**src/rtl/sim_ctrl_pkg.sv**
```systemverilog
// Shared types and Q20.12 constants for the simulation-step control blocks.
package sim_ctrl_pkg;

  localparam int unsigned POS_W     = 32;
  localparam int unsigned FRAC_BITS = 12;
  localparam logic [POS_W-1:0] FIX_ONE = 32'h0000_1000;

  typedef enum logic [2:0] {
    IDLE,
    VERLET,
    WAIT_V,
    SOLVE,
    WRITE,
    WAIT_W,
    DONE
  } sched_state_t;

endpackage

```
**src/rtl/verlet_step_scheduler.sv**
```systemverilog
// One simulation step: Verlet broadcast, then ITERATIONS relaxation sweeps over
// node pairs (i-1, i) through the shared solver, writing results into node i.
module verlet_step_scheduler
  import sim_ctrl_pkg::*;
#(
  parameter int unsigned NUM_NODES  = 8,
  parameter int unsigned ITERATIONS = 4,
  parameter int unsigned IDX_W      = 3
) (
  input  logic                 clk,
  input  logic                 reset,
  input  logic                 step_start,
  output logic                 verlet_state,
  input  logic [NUM_NODES-1:0] node_finish,
  output logic                 solve_req,
  output logic [IDX_W-1:0]     solve_idx,
  input  logic                 solve_ack,
  input  logic [POS_W-1:0]     solve_x,
  input  logic [POS_W-1:0]     solve_y,
  output logic [NUM_NODES-1:0] fix_constraint_state,
  output logic [POS_W-1:0]     x_fix_constraint,
  output logic [POS_W-1:0]     y_fix_constraint,
  output logic                 busy,
  output logic                 step_done
);

  localparam logic [IDX_W-1:0]     LAST_IDX  = IDX_W'(NUM_NODES - 1);
  localparam logic [3:0]           LAST_ITER = 4'((ITERATIONS == 0) ? 0 : ITERATIONS - 1);
  localparam bit                   NO_RELAX  = (NUM_NODES == 1) || (ITERATIONS == 0);
  localparam logic [NUM_NODES-1:0] NODE0     = NUM_NODES'(1);

  sched_state_t         state_q, state_d;
  logic [IDX_W-1:0]     idx_q, idx_d;
  logic [3:0]           iter_q, iter_d;
  logic [POS_W-1:0]     x_cap_d, y_cap_d;
  logic [NUM_NODES-1:0] idx_mask_q;
  logic [NUM_NODES-1:0] fix_d;

  // Node-select mask for the current pair's upper node (node 0 is never selected).
  assign idx_mask_q = (NODE0 << idx_q) & ~NODE0;

  // Next-state, counter and capture logic.
  always_comb begin
    state_d = state_q;
    idx_d   = idx_q;
    iter_d  = iter_q;
    x_cap_d = x_fix_constraint;
    y_cap_d = y_fix_constraint;
    case (state_q)
      IDLE: begin
        if (step_start) state_d = VERLET;
      end
      VERLET: state_d = WAIT_V;
      WAIT_V: begin
        if (&node_finish) begin
          if (NO_RELAX) begin
            state_d = DONE;
          end else begin
            idx_d   = IDX_W'(1);
            iter_d  = 4'd0;
            state_d = SOLVE;
          end
        end
      end
      SOLVE: begin
        if (solve_ack) begin
          x_cap_d = solve_x;
          y_cap_d = solve_y;
          state_d = WRITE;
        end
      end
      WRITE: state_d = WAIT_W;
      WAIT_W: begin
        if (|(node_finish & idx_mask_q)) begin
          if (idx_q < LAST_IDX) begin
            idx_d   = idx_q + IDX_W'(1);
            state_d = SOLVE;
          end else if (iter_q < LAST_ITER) begin
            iter_d  = iter_q + 4'd1;
            idx_d   = IDX_W'(1);
            state_d = SOLVE;
          end else begin
            state_d = DONE;
          end
        end
      end
      DONE:    state_d = IDLE;
      default: state_d = IDLE;
    endcase
  end

  // Write strobe for the upcoming cycle, decoded from the next state.
  always_comb begin
    fix_d = '0;
    if (state_d == WRITE) fix_d = (NODE0 << idx_d) & ~NODE0;
  end

  // State, counters, captures and registered outputs.
  always_ff @(posedge clk or posedge reset) begin
    if (reset) begin
      state_q              <= IDLE;
      idx_q                <= '0;
      iter_q               <= '0;
      x_fix_constraint     <= '0;
      y_fix_constraint     <= '0;
      verlet_state         <= 1'b0;
      solve_req            <= 1'b0;
      solve_idx            <= '0;
      fix_constraint_state <= '0;
      busy                 <= 1'b0;
      step_done            <= 1'b0;
    end else begin
      state_q              <= state_d;
      idx_q                <= idx_d;
      iter_q               <= iter_d;
      x_fix_constraint     <= x_cap_d;
      y_fix_constraint     <= y_cap_d;
      verlet_state         <= (state_d == VERLET);
      solve_req            <= (state_d == SOLVE);
      solve_idx            <= idx_d;
      fix_constraint_state <= fix_d;
      busy                 <= (state_d != IDLE);
      step_done            <= (state_d == DONE);
    end
  end

endmodule

```
**config.mk**
```make
export PLATFORM = sky130hd
export DESIGN_NAME = verlet_step_scheduler
export DESIGN_NICKNAME = d
export VERILOG_FILES = /design/src/rtl/sim_ctrl_pkg.sv /design/src/rtl/verlet_step_scheduler.sv
export SDC_FILE = /design/constraint.sdc
export NUM_CORES = 1
export LEC_CHECK = 0
export ABC_AREA = 1
export CORE_MARGIN = 3
export CORE_UTILIZATION = 40
export DETAILED_ROUTE_END_ITERATION = 10
export HOLD_SLACK_MARGIN = 0.15
export PLACE_DENSITY = 0.87
export SETUP_SLACK_MARGIN = 0.1
export SLEW_MARGIN = 20
export SYNTH_ARGS = -nofsm -noshare
export SYNTH_HDL_FRONTEND = slang
export SYNTH_SLANG_ARGS = --single-unit
```
**constraint.sdc**
```tcl
create_clock -name clk -period 3.4 [get_ports clk]
set_input_delay 0.51 -clock clk [delete_from_list [all_inputs] [get_ports clk]]
set_output_delay 0.51 -clock clk [all_outputs]
set_load 0.01 [all_outputs]
```
# Word-level counts from Yosys, hierarchy flattened
# Index checks and enable logic that the tools add are counted.
[totals]
ff_bits = 86
latchBits = 0
ram_bits = 0
rom_bits = 0
in_bits = 76
out_inout_bits = 79
elab_cells = 55
mem_count = 0
[classes]
addsub = 2
multipliers = 0
n_div = 0
n_lt_le_gt_ge = 2
n_eq_ne = 13
shifts = 2
n_mux = 18
bitwise_logic = 1
reduce_logical = 7
[op_table]
columns = ["op", "count"]
rows = [
  ["$mux W3", 10],
  ["$pmux W3 S6", 1],
  ["$mux W4", 4],
  ["$shl A1 B3 Y8 const A", 2],
  ["$eq A3 B3 Y1 const B", 4],
  ["$eq A3 B2 Y1 const B", 3],
  ["$and A8 B8 Y8", 1],
  ["$mux W8", 1],
  ["$ne A2 B2 Y1 const B", 4],
  ["$pmux W4 S2", 1],
  ["$reduce_and A8 Y1", 1],
  ["$reduce_or A8 Y1", 1],
  ["$eq A3 B1 Y1 const B", 2],
  ["$pmux W3 S2", 1],
  ["$reduce_and A5 Y1", 1],
  ["$add A4 B1 Y4 const B", 1],
  ["$lt A4 B2 Y1 const B", 1],
  ["$add A3 B1 Y3 const B", 1],
  ["$logic_not A3 Y1", 1],
  ["$lt A3 B3 Y1 const B", 1],
  ["$reduce_bool A3 Y1", 1],
  ["$reduce_and A2 Y1", 1],
  ["$reduce_bool A2 Y1", 1],
]

# Logic depth before layout (Yosys ltp)
[depth]
ltp_word = 7
depth_mapped = 12
depth_no_buf = 12

# Worst setup path before layout
# Ideal clock, no wire load.
[synth_timing]
kind = "register to register"
start = "reg idx_q[0]"
end = "reg busy"
setup_time_ps = 135
arrival_time_ps = 1661
t_required_ps = 3265
slack_ps = 1604
stages_incl_launch_ff = 11
n_path_buf = 0
path_cell_list = "dfrtp_1 > ha_1 > ha_1 > nand2_1 > nand2_1 > nor2_2 > nand3_2 > nand2_2 > inv_1 > nor3_2 > nand3_1"
[synth_between]
elab_chain_len = 6
word_cells_on_any_way = 8
cone_classes = "order compare: 1; shift: 1; mux: 3; bitwise: 1; reduce/logical: 2"
[synth_lines]
columns = ["item", "line", "rtl"]
rows = [
  ["start, declared", "verlet_step_scheduler.sv:33", "logic [IDX_W-1:0] idx_q, idx_d;"],
  ["start signal, assigned", "verlet_step_scheduler.sv:114", "idx_q <= idx_d;"],
  ["$shl A1 B3 Y8", "verlet_step_scheduler.sv:40", "assign idx_mask_q = (NODE0 << idx_q) & ~NODE0;"],
  ["$and A8 B8 Y8", "verlet_step_scheduler.sv:74", "if (|(node_finish & idx_mask_q)) begin"],
  ["$reduce_or A8 Y1", "verlet_step_scheduler.sv:74", ""],
  ["$mux W3 (*)", "verlet_step_scheduler.sv:74", ""],
  ["$pmux W3 S6 (*)", "verlet_step_scheduler.sv:49", "case (state_q)"],
  ["$reduce_bool A3 Y1 (*)", "verlet_step_scheduler.sv:122", "busy <= (state_d != IDLE);"],
  ["end signal, assigned", "verlet_step_scheduler.sv:122", ""],
  ["end, declared", "verlet_step_scheduler.sv:23", "output logic busy,"],
]
# Every way passes the cells marked *; elsewhere a longest branch is shown, timed or not.
# A chain may end at the register's enable or synchronous reset.

# Final worst setup path
# Same ends and word-level chain as after synthesis.

==> flow_summary.toml <==
[grt]
grt_max_degree = 66
overflow = 0
grt_pass1_wl_um = 15400
gr-usage-met3_pct = 5.81
use_met1_pct = 23.4
track_usage_pct = 19.0
use_met2_pct = 31.1
antenna_found_initial = 0
grt_pass1_vias = 3263
grt.busiest_layer = "met2"

[cts]
htree_levels = 3
cts.sinks = 85
cts-root-buf = "clkbuf_8"
tritoncts = "built"
cts_resized = 0
insertion_delay_ns = 0.34
clk_pin_slew_worst_paths_ns = 0.08
hold_buffers = 0
cts_buffer_depth = 2
cts_buffers = 9
cts_setup_buffers = 0

[drt]
wl_um = 9390
routedWlPerCell_um = 13.8
antenna_left = 0
via_per_inst = 4.76
vias = 3239
drtIter0Drc = 108
drc = 0
first_pass_iters = 4

[pwr]
power.switching_mw = 1.53
swShare_pct = 36.3
combPwrFrac_pct = 45.1
vdd_drop_max_mv = 0.448
p_per_area_nw_per_um2 = 786
clock_power_share_pct = 15.4
internal_power_mw = 2.69
leakage_nw = 2.71
sequentialPowerShare_pct = 39.4

[placed_design]
dpl_cell_area_um2 = 5190
routabilityCongestion = 0.843
hpwl_um = 7160
numPortBuffers = 153

[die]
fp.dieH_um = 101
dieWidth_um = 101
ioPinCount = 155
fp.coreArea_um2 = 8460
dieArea_um2 = 10200
start_util_pct = 42.4
rows = 33

[sta]
skew_ns = 0.0100
whs_ns = 0.471
relSlewSlack_pct = 51.7
hold_viol = 0
final.min_clock_period_ns = 1.99
rsz0062_at_grt = "false"
tns_ns = 0
fmax_ghz = 0.501
fin_crit_sh_pct = 58.7
finalSetupViolCount = 0
worst_slew_pin_slew_ns = 0.723
drv_slew = 0

[layout]
fillers = 694
nets = 653
drive_gt1_share_pct = 6.96
multi_input_area_um2 = 1270
seqCellArea_um2 = 2130
stdcell_area_um2 = 5380
insertedDiodeCount = 0
syn_to_final_growth_pct = 49.7

[synth]
yosysWarnings = 0
seq_area_frac_synth_pct = 59.2
synth_largest_area_cell = "dfrtp_1"
synthTopCellsByArea = "dfrtp_1, nand2_1, ha_1"
synth_seq_cells = 85
syn-cell-area_um2 = 3590
syn_avg_cell_area_um2 = 8.61
synthCells = 417
synthDistinctLibCells = 27
synthesis.nets = 500
synth_top_area_share_pct = 59.2

[setup_path]
reg2reg_setup_slack_ns = 1.41
reg2reg_depth = 10
cpPeakStageDelay_ns = 0.49
r2r_end = "busy"
cp-endpoint = "busy"
worstPathRequired_ns = 3.61
cp_cell_sequence = "ha_1 -> ha_1 -> nand2_1 -> nand2_1 -> nor2_2 -> nand3_2 -> nand2_2 -> inv_1 -> nor3_2 -> nand3_1"
cpMaxStageDelayCell = "dfrtp_1"
crit_path_start_kind = "register"
crit_arrival_ns = 2.21
cp-startpoint = "idx_q[0]"
critical_path.max_fanout = 7
critPathBufInv = 1
critPathKind = "register to register"
critical_path.top_delay_family = "simple AND/OR/NAND/NOR gates"
endpoint_kind = "register"
cp.depth = 10
worstReg2RegStart = "idx_q[0]"

[flow_run]
cap_violations = 0

[status]
run_status = "finished, final reports clean"

[hold_path]
worstHoldPathType = "register to register"
hold_start = "iter_q[3]"
[cell type report]
type / count / area share, %
inverter: 23 / 1.65
multi-input combinational: 294 / 23.6
sequential: 85 / 39.6
timing repair buffer: 157 / 29.3
clock buffer: 10 / 2.56
tap: 105 / 2.44
clock inverter: 6 / 0.885
[metrics by stage]
step                cells  worst slack [ns]  utilization [%]  total power, mW
global placement      664              1.27             61.3             3.53
CTS                   680              1.42             63.5             4.27
floorplan             417             0.697                -             2.55
global route          680              1.19             63.5             4.53
finish                680              1.41             63.5             4.22
detailed placement    664              1.19             61.3             3.60
[logic make-up (layout without fill, tap and decap cells)]
| kind of cell | Yosys count | count (layout) | synth area share (%) |
|---|---|---|---|
| buffers and inverters | 38 | 196 | 5.44 |
| other | 1 | 1 | 0.104 |
| flip-flops | 85 | 85 | 59.2 |
| adder cells (fa/ha/maj) | 7 | 7 | 2.44 |
| AND/OR/NAND/NOR | 277 | 277 | 31.2 |
| AO/OA/AOI/OAI | 9 | 9 | 1.60 |
[registers in the layout, indices dropped and copies added, names as in the netlist]
name                  count
step_done                 1
idx_q                     3
busy                      1
verlet_state              1
fix_constraint_state      7
solve_req                 1
state_q                   3
x_fix_constraint         32
y_fix_constraint         32
iter_q                    4
[worst min path at each step]
stage	endpoint	slack, ns	depth (start not counted)
CTS	iter_q[3]	0.48	2
finish	iter_q[3]	0.47	2
global placement	iter_q[2]	0.45	2
global route	x_fix_constraint[30]	0.51	2
detailed placement	iter_q[3]	0.45	2
floorplan	iter_q[2]	0.44	2
[power by group through the flow]
stage | combinational, mW | clock [mW] | sequential [mW]
2_1_floorplan | 0.721 | 0 | 1.83
3_3_place_gp | 1.87 | 0 | 1.66
3_5_place_dp | 1.93 | 0 | 1.68
4_1_cts | 1.93 | 0.674 | 1.67
5_1_grt | 2.09 | 0.720 | 1.72
6_report | 1.91 | 0.652 | 1.66
[cells in the final DEF (no fill, tap or decap), drive strengths merged]
cell	count
a21oi	4
buf	4
clkbuf	10
clkdlybuf4s50	153
clkinv	7
clkinvlp	1
conb	1
dfrtp	85
ha	7
inv	21
nand2	240
nand3	13
nand4	2
nor2	19
nor3	2
nor4	1
o2111ai	1
o211ai	1
o21ai	2
o31ai	1
[layer usage]
metal,vias to the layer above,wire length (µm)
li1,1566,-
met1,1523,3820
met2,132,4550
met3,18,762
met4,0,259
met5,-,0
[cell usage after synthesis]
cell	instances
nor2_1	16
a21oi_1	3
nand3_2	4
nand2_2	4
nor3_2	1
a21oi_2	1
clkbuf_1	1
o31ai_1	1
o2111ai_1	1
clkinv_1	1
inv_2	4
buf_6	5
clkinv_2	1
o211ai_1	1
inv_1	17
nor2_2	3
ha_1	7
o21ai_0	2
dfrtp_1	85
nor3_4	1
buf_4	1
nand4_1	2
conb_1	1
buf_2	8
nand3_1	9
nand2_1	236
nor4_1	1
[worst reg2reg max path, delay by kind of cell (launching register included)]
family | cells | cell delay (ns)
and+or+nand+nor | 7 | 0.86
buffers and inverters | 1 | 0.07
DFF | 1 | 0.49
adders and majority gates | 2 | 0.44
(Power assumes the default switching activity.)
